### config.mk
export PLATFORM = sky130hd
export DESIGN_NAME = qam64_mapper
export DESIGN_NICKNAME = d
export VERILOG_FILES = /design/src/rtl/qam64_mapper.sv
export SDC_FILE = /design/constraint.sdc
export NUM_CORES = 1
export LEC_CHECK = 0
export ABC_AREA = 1
export CORE_ASPECT_RATIO = 0.6
export CORE_UTILIZATION = 50
export DETAILED_ROUTE_END_ITERATION = 10
export GPL_ROUTABILITY_DRIVEN = 1
export PLACE_DENSITY = 0.8
export SYNTH_ARGS = -nofsm -noshare
export SYNTH_HDL_FRONTEND = slang
export SYNTH_SLANG_ARGS = --single-unit
### constraint.sdc
create_clock -name aclk -period 1.9 [get_ports aclk]
set_input_delay 0.19 -clock aclk [delete_from_list [all_inputs] [get_ports aclk]]
set_output_delay 0.19 -clock aclk [all_outputs]
set_load 0.01 [all_outputs]
### src/rtl/qam64_mapper.sv
// 64-QAM mapper: packs a byte stream into 6-bit Gray-coded I/Q symbols with subcarrier indexing.
// Latency: a byte accepted on edge k yields its first symbol on the outputs after edge k+1.
// Backpressure: in_ready comes from buffer occupancy only; the output register holds while out_ready is low.
module qam64_mapper #(
  parameter int W     = 16,
  parameter int N     = 8,
  parameter int SCALE = 1024
) (
  input  logic         aclk,
  input  logic         reset,
  input  logic [7:0]   in_data,
  input  logic         in_valid,
  output logic         in_ready,
  output logic [W-1:0] i_out,
  output logic [W-1:0] q_out,
  output logic         out_valid,
  input  logic         out_ready,
  output logic [2:0]   sc_index,
  output logic         out_last
);

  // Bit buffer is MSB-aligned: bit_buf[15] is the oldest bit. Bits at or
  // beyond the occupancy count are always zero, so a new byte can be ORed in.
  logic [15:0] bit_buf;
  logic [4:0]  count;
  logic [2:0]  sc_next;

  logic        push;
  logic        load;
  logic [4:0]  rem;
  logic [15:0] buf_nxt;
  logic [4:0]  count_nxt;

  // Gray-coded 3-bit group to signed amplitude: gray->binary, then 2*b-7.
  function automatic logic [W-1:0] gray_level(input logic [2:0] g);
    logic [2:0] b;
    int         v;
    b[2] = g[2];
    b[1] = g[2] ^ g[1];
    b[0] = b[1] ^ g[0];
    v    = (2 * int'(b) - 7) * SCALE;
    return v[W-1:0];
  endfunction

  // Accept bytes only while the remaining space can take a full byte.
  assign in_ready = (count <= 5'd8);
  assign push     = in_valid && in_ready;
  // Load a symbol when six bits are available and the output slot is free or draining.
  assign load     = (count >= 5'd6) && (!out_valid || out_ready);

  // Next buffer contents: drop the consumed symbol, then append the new byte behind what remains.
  always_comb begin
    rem     = load ? (count - 5'd6) : count;
    buf_nxt = load ? {bit_buf[9:0], 6'b000000} : bit_buf;
    if (push) begin
      buf_nxt = buf_nxt | ({in_data, 8'h00} >> rem);
    end
    count_nxt = rem + (push ? 5'd8 : 5'd0);
  end

  // Buffer and occupancy registers.
  always_ff @(posedge aclk or posedge reset) begin
    if (reset) begin
      bit_buf <= 16'h0000;
      count   <= 5'd0;
    end else begin
      bit_buf <= buf_nxt;
      count   <= count_nxt;
    end
  end

  // Output symbol register with its subcarrier tag; held while stalled downstream.
  always_ff @(posedge aclk or posedge reset) begin
    if (reset) begin
      i_out     <= '0;
      q_out     <= '0;
      sc_index  <= 3'd0;
      out_last  <= 1'b0;
      out_valid <= 1'b0;
      sc_next   <= 3'd0;
    end else if (load) begin
      i_out     <= gray_level(bit_buf[15:13]);
      q_out     <= gray_level(bit_buf[12:10]);
      sc_index  <= sc_next;
      out_last  <= (sc_next == 3'(N - 1));
      out_valid <= 1'b1;
      sc_next   <= (sc_next == 3'(N - 1)) ? 3'd0 : sc_next + 3'd1;
    end else if (out_ready) begin
      out_valid <= 1'b0;
    end
  end

endmodule

==> results of run 1 <==
-- per-stage QoR --
step	utilization, %	std cells	instance area (um2)
after floorplan	-	278	2140
after global placement	60.2	326	2290
after detailed placement	60.2	326	2290
after CTS	63.3	334	2410
after global routing	63.6	335	2420
final	63.6	335	2420
-- worst paths after layout --
kind	to
setup / recovery	count[4]$_DFF_PP0_
hold / removal	i_out[11]$_DFFE_PP0P_
setup reg to reg	count[4]$_DFF_PP0_
hold reg to reg	q_out[12]$_DFFE_PP0P_
max in group asynchronous	bit_buf[12]$_DFF_PP0_
min in group aclk	q_out[12]$_DFFE_PP0P_
-- registers in the layout (all words and copies together) (netlist names) --
register	count
count	4
q_out	4
sc_next	3
out_valid	1
i_out	3
out_last	1
sc_index	3
bit_buf	16
-- layout make-up --
type                    instances  area, um2
fillers                       348       1390
well taps                      47       58.8
multi-input cells             191        967
clock inverters                 2       35.0
clock buffers                   6       82.6
repair buffers                 33        323
flip-flops and latches         35        876
inverters                      21       78.8
-- synthesized netlist by cell type --
library cell | n | area [um2]
nor2_2 | 1 | 6.26
o21ai_0 | 13 | 65.1
buf_2 | 2 | 10.0
a21boi_0 | 2 | 15.0
nand2_1 | 80 | 300
o21ai_4 | 1 | 16.3
or2_2 | 1 | 6.26
nor2_1 | 12 | 45.0
o211ai_1 | 2 | 15.0
inv_2 | 3 | 11.3
xor2_1 | 4 | 35.0
nand2_2 | 4 | 25.0
nand2_8 | 1 | 20.0
conb_1 | 1 | 3.75
buf_6 | 2 | 22.5
ha_1 | 5 | 62.6
nor2_4 | 2 | 22.5
dfrtp_1 | 35 | 876
nand3_1 | 31 | 155
or2_1 | 1 | 6.26
buf_4 | 25 | 188
a21oi_1 | 2 | 10.0
mux2i_1 | 3 | 30.0
xnor2_1 | 2 | 17.5
and2_2 | 1 | 7.51
nand2_4 | 2 | 22.5
inv_1 | 18 | 67.6
clkbuf_1 | 3 | 11.3
-- timing repair --
item	in CTS	in global routing
resized for setup	0	2
buffers inserted	0	0
setup endpoints to repair	0	4
-- kinds of logic after synthesis --
family                     count (synthesis)  share of synthesized area (%)
adders and majority gates                  5                           3.02
xor gates and xnor gates                   6                           2.53
and+or+nand+nor                          136                           29.8
DFF                                       35                           42.2
other                                      1                          0.181
buffers and inverters                     53                           15.0
AOI/OAI and AO/OA                         20                           5.85
muxes                                      3                           1.45
-- placed cells by master (no fill, tap or decap), types with 2 or more instances in the layout --
cell,Yosys,routed
mux2i_1,3,3
a21oi_1,2,2
xnor2_1,2,2
clkbuf_8,0,6
nor2_1,12,12
nand2_4,2,2
ha_1,5,5
conb_1,1,20
nor2_2,1,2
a21boi_0,2,2
o21ai_0,13,13
nand2_2,4,5
nand2_1,80,79
inv_1,18,18
buf_4,25,4
clkdlybuf4s50_1,0,28
nor2_4,2,2
xor2_1,4,4
dfrtp_1,35,35
nand3_1,31,31
o211ai_1,2,2
inv_2,3,3
-- worst reg2reg max path: cells and delay by family, from the launching register on --
family	cells	cell delay (ps)
xor gates and xnor gates	2	300
AOI/OAI and AO/OA	1	290
adders and majority gates	2	460
DFF	1	430
and+or+nand+nor	1	240
-- per-layer routing --
| metal | share of wire, % | global-route usage (%) |
|---|---|---|
| met5 | 0 | 0 |
| met4 | 0.097 | 2.82 |
| met3 | 6.8 | 4.92 |
| met2 | 39 | 27.3 |
| met1 | 54 | 32.9 |
-- where the power goes --
group | internal [mW] | switching [mW]
clock | 0.425 | 0.264
combinational | 0.987 | 1.54
sequential | 1.08 | 0.218
==> out/qor.yml, run 1 <==
run_status:
  status: "completed"
place:
  port_buffers: 29
  place_congestion: 0.936
  dp_slack_ps: 117
  dp_hpwl_um: 3090
critical_path:
  path_delay_family: "adder cells"
  crit_path_start: "count[1]$_DFF_PP0_"
  path_buf_inv: 0
  cp-end-kind: "register"
  reg2reg_slack_ps: 110
  cp_cell_sequence: "ha_1 -> or2_1 -> o21ai_4 -> ha_1 -> xnor2_1 -> xor2_1"
  rr_startpoint: "count[1]$_DFF_PP0_"
  startpoint_type: "register"
  max_stage_delay_ps: 430
  cp_common_cell: "ha_1"
  ff2ff_path_depth: 6
  cp.required_ps: 2110
  critPathMaxFanout: 6
  crit_slowest_cell: "dfrtp_1"
  crit_arrival_ps: 2000
  crit_type: "register to register"
  cp.depth: 6
synthesis:
  syn_area_per_cell_um2: 8.00
  synth_seq_area_share_pct: 42.2
  postSynthCellCount: 259
  synth_seq_cells: 35
  ys_warn_count: 0
  ys_types: 28
  syn_area_mm2: 0.00207
timing:
  setup_violations: 0
  fmax_mhz: 558
  slew_violations: 0
  hold_ws_ps: 309
  period_minus_slack_ps: 1790
  finalHoldViolations: 0
  worst_slack_ps: 109
  tns_ps: 0
  rsz0062_at_grt: "no"
  period_share_pct: 94.2
  skew_ps: 6.30
power:
  leakage_nw: 1.26
  irDropWorstVdd_v: 0.000752
  power_density_mw_per_mm2: 1870
  total_power_mw: 4.52
clock_network:
  htree_levels: 2
  clockBufferDepth: 2
  clkLatencyLatePin_ps: 280
  root_buffer: "clkbuf_8"
  numCtsBuffers: 5
  path_clk_slew_ps: 70
  hold_buffers: 0
  cts_tree: "done"
  cts.sink_count: 35
floorplan:
  start_util_pct: 54.5
  row_count: 17
  die_area_mm2: 0.00442
  die_x_um: 85.1
  die_h_um: 51.9
  core_mm2: 0.00381
  num_io_pins: 50
layout:
  drive_gt1_share_pct: 10.4
  fin_nets: 304
  syn_to_final_growth_pct: 16.8
  diodes: 0
detailed_routing:
  wirelength_um: 4130
  wl_per_cell_um: 12.3
  ant_nets: 0
  vias: 1672
  drcViolationCount: 0
  drt_iter0_drc: 119
  drt-vias-per-instance: 4.99
  drtPass1Iterations: 4
global_route:
  grt_max_degree: 40
  antenna_found_initial: 0
  grt_use_total_pct: 20.4
  overflow: 0
  grt_pass1_vias: 1412
  grt_pass1_wl_um: 6830
hold_path:
  hold_path.class: "input port to asynchronous set/reset pin"
run:
  cap_violations: 0
Note: power is estimated with default switching activity, not from simulation.
==> inputs of run 2 (changes only) <==
--- a/config.mk
+++ b/config.mk
@@ -10,6 +10,7 @@
 export CORE_UTILIZATION = 50
 export DETAILED_ROUTE_END_ITERATION = 10
 export GPL_ROUTABILITY_DRIVEN = 1
+export MAX_ROUTING_LAYER = met4
 export PLACE_DENSITY = 0.8
 export SYNTH_ARGS = -nofsm -noshare
 export SYNTH_HDL_FRONTEND = slang
==> run 2 against run 1 <==
- power about the same
- via count down 0.42%
- sequential share of layout area unchanged
- hold slack worse by 0.73 ps
- global-route usage up 0.58 points
- first-iteration DRC count unchanged
- register-to-register slack about the same
- non-clock buffer count unchanged
- routed wire length up 0.17%
- flip-flop and latch count unchanged
- sequential power about the same
- utilization unchanged
- largest cell class unchanged
- largest power group unchanged
==> out/qor.yml, run 2 (synthesized netlist as in run 1, its figures left out) <==
layout:
  nFillCells: 348
  multi_input_area_um2: 967
  syn_to_final_growth_pct: 16.8
  reg_top3: "bit_buf x16, count x4, q_out x4"
  final_common_cell: "nand2_1"
  layout_common_cells: "nand2_1, dfrtp_1, nand3_1"
  diodes: 0
  fin_nets: 304
  layout.area.seq_um2: 876
  drive_gt1_share_pct: 10.4
  final_util_pct: 63.6
  largest_reg_flops: 16
  max_flop_register: "bit_buf"
timing:
  rsz0062_at_grt: "no"
  hold_ws_ps: 308
  slew_violations: 0
  finalHoldViolations: 0
  fmax_mhz: 559
  tns_ps: 0
  setup_violations: 0
  period_minus_slack_ps: 1790
  period_share_pct: 94.2
  skew_ps: 6.16
critical_path:
  crit_path_start: "count[1]$_DFF_PP0_"
  cp.required_ps: 2110
  critPathMaxFanout: 6
  max_stage_delay_ps: 430
  crit_arrival_ps: 2000
  cp_common_cell: "ha_1"
  reg2reg_to: "count[4]$_DFF_PP0_"
  ff2ff_path_depth: 6
  cp-end-kind: "register"
  reg2reg_slack_ps: 110
  crit_slowest_cell: "dfrtp_1"
  startpoint_type: "register"
  cp_cell_sequence: "ha_1 -> or2_1 -> o21ai_4 -> ha_1 -> xnor2_1 -> xor2_1"
  crit_type: "register to register"
  rr_startpoint: "count[1]$_DFF_PP0_"
detailed_routing:
  wl_per_cell_um: 12.3
  ant_nets: 0
  drtPass1Iterations: 4
  top_layer_used: "met3"
  vias: 1665
  wirelength_um: 4140
  drt_iter0_drc: 119
  wl_met1_um: 2220
  wl_met2_um: 1590
  met3_length_um: 324
  drcViolationCount: 0
  drt-vias-per-instance: 4.97
floorplan:
  die_x_um: 85.1
  start_util_pct: 54.5
  core_mm2: 0.00381
  die_h_um: 51.9
  num_io_pins: 50
  die_area_mm2: 0.00442
  row_count: 17
power:
  clockPowerShare_pct: 15.3
  pwr-share-seq_pct: 28.8
  switchingPower_mw: 2.02
  p_int_mw: 2.49
  comb_power_share_pct: 55.9
  swShare_pct: 44.8
  irDropWorstVdd_v: 0.000752
  leakage_nw: 1.26
  power_density_mw_per_mm2: 1870
clock_network:
  cts_tree: "done"
  cts.sink_count: 35
  cts.repair.resized: 0
  numCtsBuffers: 5
  root_buffer: "clkbuf_8"
  clockBufferDepth: 2
  path_clk_slew_ps: 70
  htree_levels: 2
  hold_buffers: 0
  clkLatencyLatePin_ps: 280
  cts_setup_buffers: 0
place:
  place_congestion: 0.952
  port_buffers: 29
  dp_hpwl_um: 3090
run:
  cap_violations: 0
global_route:
  grt_pass1_wl_um: 6830
  antenna_found_initial: 0
  grt_pass1_vias: 1412
  grt_max_degree: 40
  grt_use_total_pct: 20.9
  overflow: 0
hold_path:
  hold_path.class: "input port to asynchronous set/reset pin"
run_status:
  status: "completed"
[run 2: cell counts in the layout (fill, tap and decap cells not counted)]
Identical to the previous run, type by type.
[run 2: how the worst max path moves through the flow]
stage	to	slack [ps]
floorplan	bit_buf[4]$_DFF_PP0_	270
global placement	bit_buf[1]$_DFF_PP0_	160
detailed placement	count[4]$_DFF_PP0_	120
CTS	in_ready	5
global route	bit_buf[11]$_DFF_PP0_	7
finish	count[4]$_DFF_PP0_	110
[run 2: layer usage]
| layer | up-vias | track usage (%) |
|---|---|---|
| li1 | 826 | - |
| met1 | 762 | 32.9 |
| met2 | 77 | 27.3 |
| met3 | 0 | 4.92 |
| met4 | 0 | 2.82 |
| met5 | - | - |
[run 2: area by class of cell]
class / instances / area share [%]
clock buffer: 6 / 3.41
sequential: 35 / 36.2
tap: 47 / 2.43
timing repair buffer: 33 / 13.3
inverter: 21 / 3.26
clock inverter: 2 / 1.45
multi-input combinational: 191 / 39.9
[run 2: metrics by stage]
| step | instance area, um2 | power, mW | std cells | setup slack (ps) |
|---|---|---|---|---|
| 2_1_floorplan | 2140 | 3.13 | 278 | 271 |
| 3_3_place_gp | 2290 | 3.72 | 326 | 163 |
| 3_5_place_dp | 2290 | 3.78 | 326 | 117 |
| 4_1_cts | 2410 | 4.48 | 334 | 4.62 |
| 5_1_grt | 2420 | 4.92 | 335 | 7.23 |
| 6_report | 2420 | 4.52 | 335 | 110 |
[run 2: critical path, delay by kind of cell (launching register included)]
kind / cells / cell delay (ps)
XOR/XNOR: 2 / 300
AO/OA/AOI/OAI: 1 / 290
adder cells (fa/ha/maj): 2 / 460
AND/OR/NAND/NOR: 1 / 240
flip-flops: 1 / 430
[run 2: power groups by stage]
| stage | combinational [mW] | clock, mW | sequential (mW) |
|---|---|---|---|
| after floorplan | 1.81 | 0 | 1.32 |
| after global placement | 2.42 | 0 | 1.30 |
| after detailed placement | 2.47 | 0 | 1.31 |
| after CTS | 2.48 | 0.697 | 1.30 |
| after global routing | 2.84 | 0.736 | 1.34 |
| final | 2.53 | 0.690 | 1.30 |
==> inputs of run 3 (changes only) <==
--- a/config.mk
+++ b/config.mk
@@ -12,6 +12,7 @@
 export GPL_ROUTABILITY_DRIVEN = 1
 export MAX_ROUTING_LAYER = met4
 export PLACE_DENSITY = 0.8
+export SLEW_MARGIN = 10
 export SYNTH_ARGS = -nofsm -noshare
 export SYNTH_HDL_FRONTEND = slang
 export SYNTH_SLANG_ARGS = --single-unit
==> results of run 3 <==
No change in the layout: final DEF, timing and power equal those of run 2.
